File: src/rtl/truth_table_sweeper.sv
// Sweeps every input combination of a combinational gate, captures its
// output into an MSB-first truth table and compares it with a latched expected code.
module truth_table_sweeper #(
  parameter int N_IN   = 4,
  parameter int SETTLE = 2,
  localparam int TT_W  = 1 << N_IN
) (
  input  logic            clk,
  input  logic            rst,
  input  logic            start,
  input  logic [TT_W-1:0] expected,
  output logic [N_IN-1:0] dut_in,
  input  logic            dut_out,
  output logic            busy,
  output logic            done,
  output logic [TT_W-1:0] truth_table,
  output logic            match,
  output logic [N_IN:0]   mismatch_count,
  output logic [1:0]      dbg_state
);

  // Handshake: start is a request sampled only in IDLE (ignored while busy,
  // including the DONE cycle); done is a one-cycle completion pulse and the
  // result outputs stay valid from done until the next accepted start.
  typedef enum logic [1:0] {
    IDLE = 2'd0,
    RUN  = 2'd1,
    DONE = 2'd2
  } state_t;

  localparam logic [7:0]      SETTLE_C = 8'(SETTLE);
  localparam logic [N_IN-1:0] LAST_IDX = '1;

  state_t            state, state_next;
  logic [N_IN-1:0]   idx;
  logic [7:0]        wait_cnt;
  logic [TT_W-1:0]   exp_lat;
  logic              sample;
  logic [N_IN-1:0]   bit_pos;
  logic              miss;
  logic [N_IN:0]     count_next;

  // MSB-first code: vector k lands in bit TT_W-1-k, which is simply ~k.
  assign bit_pos    = ~idx;
  assign sample     = (state == RUN) && (wait_cnt == SETTLE_C);
  assign miss       = dut_out ^ exp_lat[bit_pos];
  assign count_next = mismatch_count + {{N_IN{1'b0}}, miss};

  assign busy      = (state != IDLE);
  assign done      = (state == DONE);
  assign dut_in    = (state == RUN) ? idx : '0;
  assign dbg_state = state;

  always_ff @(posedge clk) begin
    if (rst) state <= IDLE;
    else     state <= state_next;
  end

  always_comb begin
    state_next = state;
    case (state)
      IDLE:    if (start) state_next = RUN;
      RUN:     if (sample && (idx == LAST_IDX)) state_next = DONE;
      DONE:    state_next = IDLE;
      default: state_next = IDLE;
    endcase
  end

  always_ff @(posedge clk) begin
    if (rst) begin
      idx            <= '0;
      wait_cnt       <= '0;
      exp_lat        <= '0;
      truth_table    <= '0;
      mismatch_count <= '0;
      match          <= 1'b0;
    end else begin
      case (state)
        IDLE: begin
          if (start) begin
            exp_lat        <= expected;
            truth_table    <= '0;
            mismatch_count <= '0;
            match          <= 1'b0;
            idx            <= '0;
            wait_cnt       <= '0;
          end
        end
        RUN: begin
          if (sample) begin
            truth_table[bit_pos] <= dut_out;
            mismatch_count       <= count_next;
            wait_cnt             <= '0;
            // match must already be valid in the DONE cycle, so it is
            // resolved from the count that includes this final sample.
            if (idx == LAST_IDX) match <= (count_next == '0);
            else                 idx   <= idx + 1'b1;
          end else begin
            wait_cnt <= wait_cnt + 8'd1;
          end
        end
        default: idx <= '0;
      endcase
    end
  end

endmodule
File: config.mk
export PLATFORM = sky130hd
export DESIGN_NAME = truth_table_sweeper
export DESIGN_NICKNAME = d
export VERILOG_FILES = /design/src/rtl/truth_table_sweeper.sv
export SDC_FILE = /design/constraint.sdc
export NUM_CORES = 1
export LEC_CHECK = 0
export ABC_AREA = 0
export BUFFER_PORTS_ARGS = -buffer_cell sky130_fd_sc_hd__buf_2
export CAP_MARGIN = 20
export CORE_MARGIN = 2
export CORE_UTILIZATION = 55
export DETAILED_ROUTE_END_ITERATION = 10
export PLACE_DENSITY = 0.83
export SETUP_SLACK_MARGIN = 0.1
export SLEW_MARGIN = 20
export SYNTH_ARGS = -nofsm -noshare
export SYNTH_HDL_FRONTEND = slang
export SYNTH_SLANG_ARGS = --single-unit
File: constraint.sdc
create_clock -name clk -period 3.81 [get_ports clk]
set_input_delay 0.1905 -clock clk [delete_from_list [all_inputs] [get_ports clk]]
set_output_delay 0.1905 -clock clk [all_outputs]
set_load 0.03 [all_outputs]
-- Word level (Yosys, flattened, before mapping)
Index checks and enable logic that the tools add are counted.
- add/sub/neg operators: 3
- $mul: 0
- div/mod/pow operators: 0
- magnitude comparators: 2
- equality and inequality tests: 9
- shifts and indexed selects: 0
- muxes and demuxes: 26
- bitwise gates (word level): 2
- reductions and logical operators: 13
- operators by type and width (operator ; number):
    $mux 16 ; 2
    $pmux 16 s2 ; 1
    $bwmux 16 ; 1
    $mux 4 ; 4
    $mux 8 ; 2
    $pmux 8 s2 ; 1
    $mux 5 ; 2
    $pmux 5 s2 ; 1
    $add 8x1->8 const B ; 1
    $eq 8x2->1 const B ; 1
    $pmux 4 s2 ; 1
    $ne 2x2->1 const B ; 3
    $reduce_and 2->1 ; 3
    $reduce_and 3->1 ; 2
    $add 5x1->5 ; 1
    $logic_not 5->1 ; 1
    $lt 4x5->1 const B ; 1
    $mux 1 ; 5
    $add 4x1->4 const B ; 1
    $bmux 1 s4 ; 1
    $demux 1 s4 ; 1
    $eq 4x4->1 const B ; 1
    $ge 4x1->1 const B ; 1
    $mux 2 ; 2
    11 further kinds ; 15
- register bits after elaboration: 52
- bits in latches: 0
- bits in writable memories: 0
- memory bits (read-only): 0
- input bits: 20
- output and inout bits: 30
- word-level logic and storage cells: 62
- memories: 0

-- Depth between registers and ports, before layout
- word-level depth: 9
- mapped depth: 10
- gate-level depth less buffers: 9

-- Worst setup path after synthesis
No wires, ideal clock.
- path kind: register to register
- start point: register idx[0]
- end point: register match
- library setup time: 0.101 ns
- data arrival time: 2.620 ns
- required time: 3.709 ns
- slack: 1.089 ns
- stages on the path, launching flop included: 11
- buffers on the path: 1
- clock period less this slack: 2.721 ns
- cell sequence: dfxtp_1 buf_2 mux4_2 mux4_2 xor2_1 ha_1 ha_1 nand3_1 xor2_1 nand3_1 o41ai_1
- longest elaborated chain between the ends: 9
- elaborated cells on any way between the ends: 12
- those cells by class: 1 x add/sub; 2 x eq/ne; 5 x mux; 2 x bitwise; 2 x reduce/logical
- RTL lines (element ; RTL line ; text):
    start, declared ; 35 ; logic [N_IN-1:0] idx;
    start signal, assigned ; 97 ; else idx <= idx + 1'b1;
    $not 4->4 ; 44 ; assign bit_pos = ~idx;
    $bmux 1 s4 ; 46 ; assign miss = dut_out ^ exp_lat[bit_pos];
    $mux 1 (not written as such) ; 46 ;
    $xor 1x1->1 ; 46 ;
    $add 5x1->5 ; 47 ; assign count_next = mismatch_count + {{N_IN{1'b0}}, miss};
    $logic_not 5->1 ; 96 ; if (idx == LAST_IDX) match <= (count_next == '0);
    $mux 1 ; 96 ;
    $mux 1 ; 90 ; if (sample) begin
    $pmux 1 s2 ; 78 ; case (state)
    end signal, assigned ; 96 ;
    end, declared ; 17 ; output logic match,
Several ways; a longest one is shown, not always the timed one. The select of a mux whose other input is x is not followed.
A chain may end at the register's enable or synchronous reset.

-- Worst setup path in the final report
Ends and elaborated chain as after synthesis.

==> summary.md <==
| Metric | Value |
|---|---|
| Status | `complete, no violations` |
| IR Drop Worst-Case VDD | `0.240 mV` |
| Final setup vio count | `0` |
| Clock root cell | `clkbuf_8` |
| Final hold violations | `0` |
| DRT Pass-1 Iters | `4` |
| TritonCTS clock tree | `built` |
| Die width | `72.7 um` |
| CP max-delay cell | `dfxtp_1` |
| Synth Instances | `302` |
| Seq cells post-synth | `52` |
| CP endpoint kind | `flop` |
| Reg area | `0.00104 mm2` |
| GRT Residual Overflow | `0` |
| Die ar. | `0.00528 mm2` |
| Worst Path Max Fanout | `10` |
| Worst R2R Path Depth | `9` |
| DR vias | `2366` |
| CTS sink count | `52` |
| Largest stage delay, worst path | `0.61 ns` |
| # DRC | `0` |
| Resized cells post-CTS | `0` |
| WL/cell | `14.6 um` |
| Max cap viols | `0` |
| Number of synthesized flops with an enable pin | `0` |
| Hold path cells | `3` |
| Top FF cell, synth | `dfxtp_1` |
| Synth cell types | `49` |
| Asr flop ratio synth | `0` |
| Cts hold-fix bufs | `0` |
| YS warnings | `0` |
| Vias in the first global route | `2169` |
| Routed WL | `5.70 mm` |
| Crit-path cells | `mux4_2 -> mux4_2 -> xor2_1 -> ha_1 -> ha_1 -> nand3_1 -> xor2_1 -> nand3_1 -> o41ai_1` |
| Average size of a mapped cell | `8.59 um2` |
| Longest Clk Path Bufs | `2` |
| DR top layer | `met4` |
| I/O pins | `50` |
| Final nets | `368` |
| Post-DP HPWL | `3.94 mm` |
| First-pass GRT wire length | `9.66 mm` |
| CP Data Arrival Time | `3.19 ns` |
| Ratio of cells with drive above 1 in the final layout | `0.231` |
| Largest delay share family, worst path | `multiplexers` |
| Relative slew slack | `0.472` |
| Antenna diode count | `0` |
| Synth area leader | `dfxtp_1` |
| Leakage | `1.20 nW` |
| Post-synthesis cell area | `0.00259 mm2` |
| Vias/cell | `6.07` |
| Power per cell area | `327 mW/mm2` |
| Worst Setup Start Kind | `flop` |
| Setup TNS | `0 ns` |
| Initial antenna violation count | `0` |
| Synth area leaders | `dfxtp_1, a21oi_1, nand2_1` |
| Syn Nets | `330` |
| Setup Buffers After CTS | `0` |
| CTS Buf Count | `5` |
| Pin count of the biggest net entering global routing | `42` |
| Placement Cell Area | `0.00284 mm2` |
| Max frequency | `0.335 GHz` |
| # fillers | `400` |
| Kind of critical path | `flop to flop` |
| Final Wtd Congestion | `0.837` |
| Final period util | `0.783` |
| GRT Util Overall | `0.227` |
| Met2 wire length | `2.70 mm` |
| Critical path depth | `9` |
| Reg clk slew, reported paths | `0.08 ns` |
| Hold WC Path Type | `input pin to flop` |
| Non-filler cells, final | `390` |
| Tightest Pin Transition | `0.793 ns` |
| Met3 wire len | `343 um` |
| ANT nets after route | `0` |
| Critical path required time | `4.01 ns` |
| Unrepaired setup endpoints after global routing | `no` |
| Fin area | `0.00291 mm2` |
| Core ar. | `0.00444 mm2` |
| Final Skew | `0.00659 ns` |
| Multi-input logic area | `0.00143 mm2` |
| Worst-Skew Late Latency | `0.30 ns` |
| Port Buffers | `49` |
| Post-synth top area share | `0.401` |
| Final Core Density | `0.655` |
| Fin crit period | `2.98 ns` |
| Worst Path Buf+Inv | `0` |
| Placed cells | `385` |
| First DRT Iteration DRCs | `106` |
| Layout area overhead | `12.2%` |
| Total chip power | `0.951 mW` |
| Most frequent cell after synthesis | `dfxtp_1` |
| Starting Density | `0.584` |
| Met1 Wirelength | `2.56 mm` |
| Sequential share of the synthesized area | `0.401` |
| Commonest cells in the netlist | `dfxtp_1, nand2_1, a21oi_1, nor2_1, clkbuf_1` |
| Final slew viol count | `0` |
| H-tree levels | `2` |
| Die H | `72.7 um` |
| Site Rows | `24` |
[worst register-to-register path, cell delays in order, from the launching register on]
cell,delay [ns]
dfxtp_1,0.61
mux4_2,0.56
mux4_2,0.49
xor2_1,0.16
ha_1,0.20
ha_1,0.25
nand3_1,0.11
xor2_1,0.18
nand3_1,0.10
o41ai_1,0.23
[final cells by class]
| class | instances | area share |
|---|---|---|
| tap | 52 | 0.0224 |
| multi-input combinational | 218 | 0.490 |
| timing repair buffer | 52 | 0.0920 |
| sequential | 52 | 0.358 |
| inverter | 11 | 0.0142 |
| clock buffer | 5 | 0.0236 |
[flip-flops by register name (all words and copies together) (netlist names)]
signal and cells:
dbg_state 2, exp_lat 16, idx 4, match 1, mismatch_count 5, truth_table 16
wait_cnt 8
[cells by family after synthesis]
family | share of synthesized area
adder cells (fa/ha/maj) | 0.0386
flip-flops | 0.401
AND/OR/NAND/NOR | 0.222
XOR/XNOR | 0.0135
AO/OA/AOI/OAI | 0.216
multiplexers | 0.0598
buffers and inverters | 0.0487
[metal layers]
layer / vias to the layer above / GRT usage
met5: - / 0
met3: 9 / 0.0414
met4: 0 / 0.0823
li1: 1166 / -
met1: 1108 / 0.303
met2: 83 / 0.370
[through the flow]
step | hold WS, ns | worst slack (ns)
after floorplan | 0.292 | 1.09
after global placement | 0.433 | 0.955
after detailed placement | 0.438 | 0.798
after CTS | 0.123 | 0.815
after global routing | 0.124 | 0.658
final | 0.122 | 0.826
[cells in the final DEF (no fill, tap or decap), types with 5 or more instances in the layout]
master     n
o32ai_1    7
nand4_1    6
nand3_1    8
nand2_1   46
buf_2     49
nor3_1     5
o211ai_1   6
a311oi_1   5
dfxtp_1   52
mux4_2     5
inv_1     10
clkbuf_8   5
ha_1       8
a21oi_1   38
o21ai_0    7
nor2_1    16
and2_1     6
[report_power, final]
group | switching, mW | internal, mW
clock network | 0.159 | 0.119
logic | 0.0688 | 0.0405
registers | 0.00884 | 0.556
[path summary, 6_finish.rpt]
check	start	slack (ns)	endpoint
max	idx[0]$_SDFFE_PP0P_	0.83	match$_SDFFE_PP0P_
min	expected[13]	0.12	exp_lat[13]$_SDFFE_PP0P_
max reg2reg	idx[0]$_SDFFE_PP0P_	0.83	match$_SDFFE_PP0P_
min reg2reg	exp_lat[3]$_SDFFE_PP0P_	0.46	exp_lat[3]$_SDFFE_PP0P_
Power figures use the tool's default switching activity.
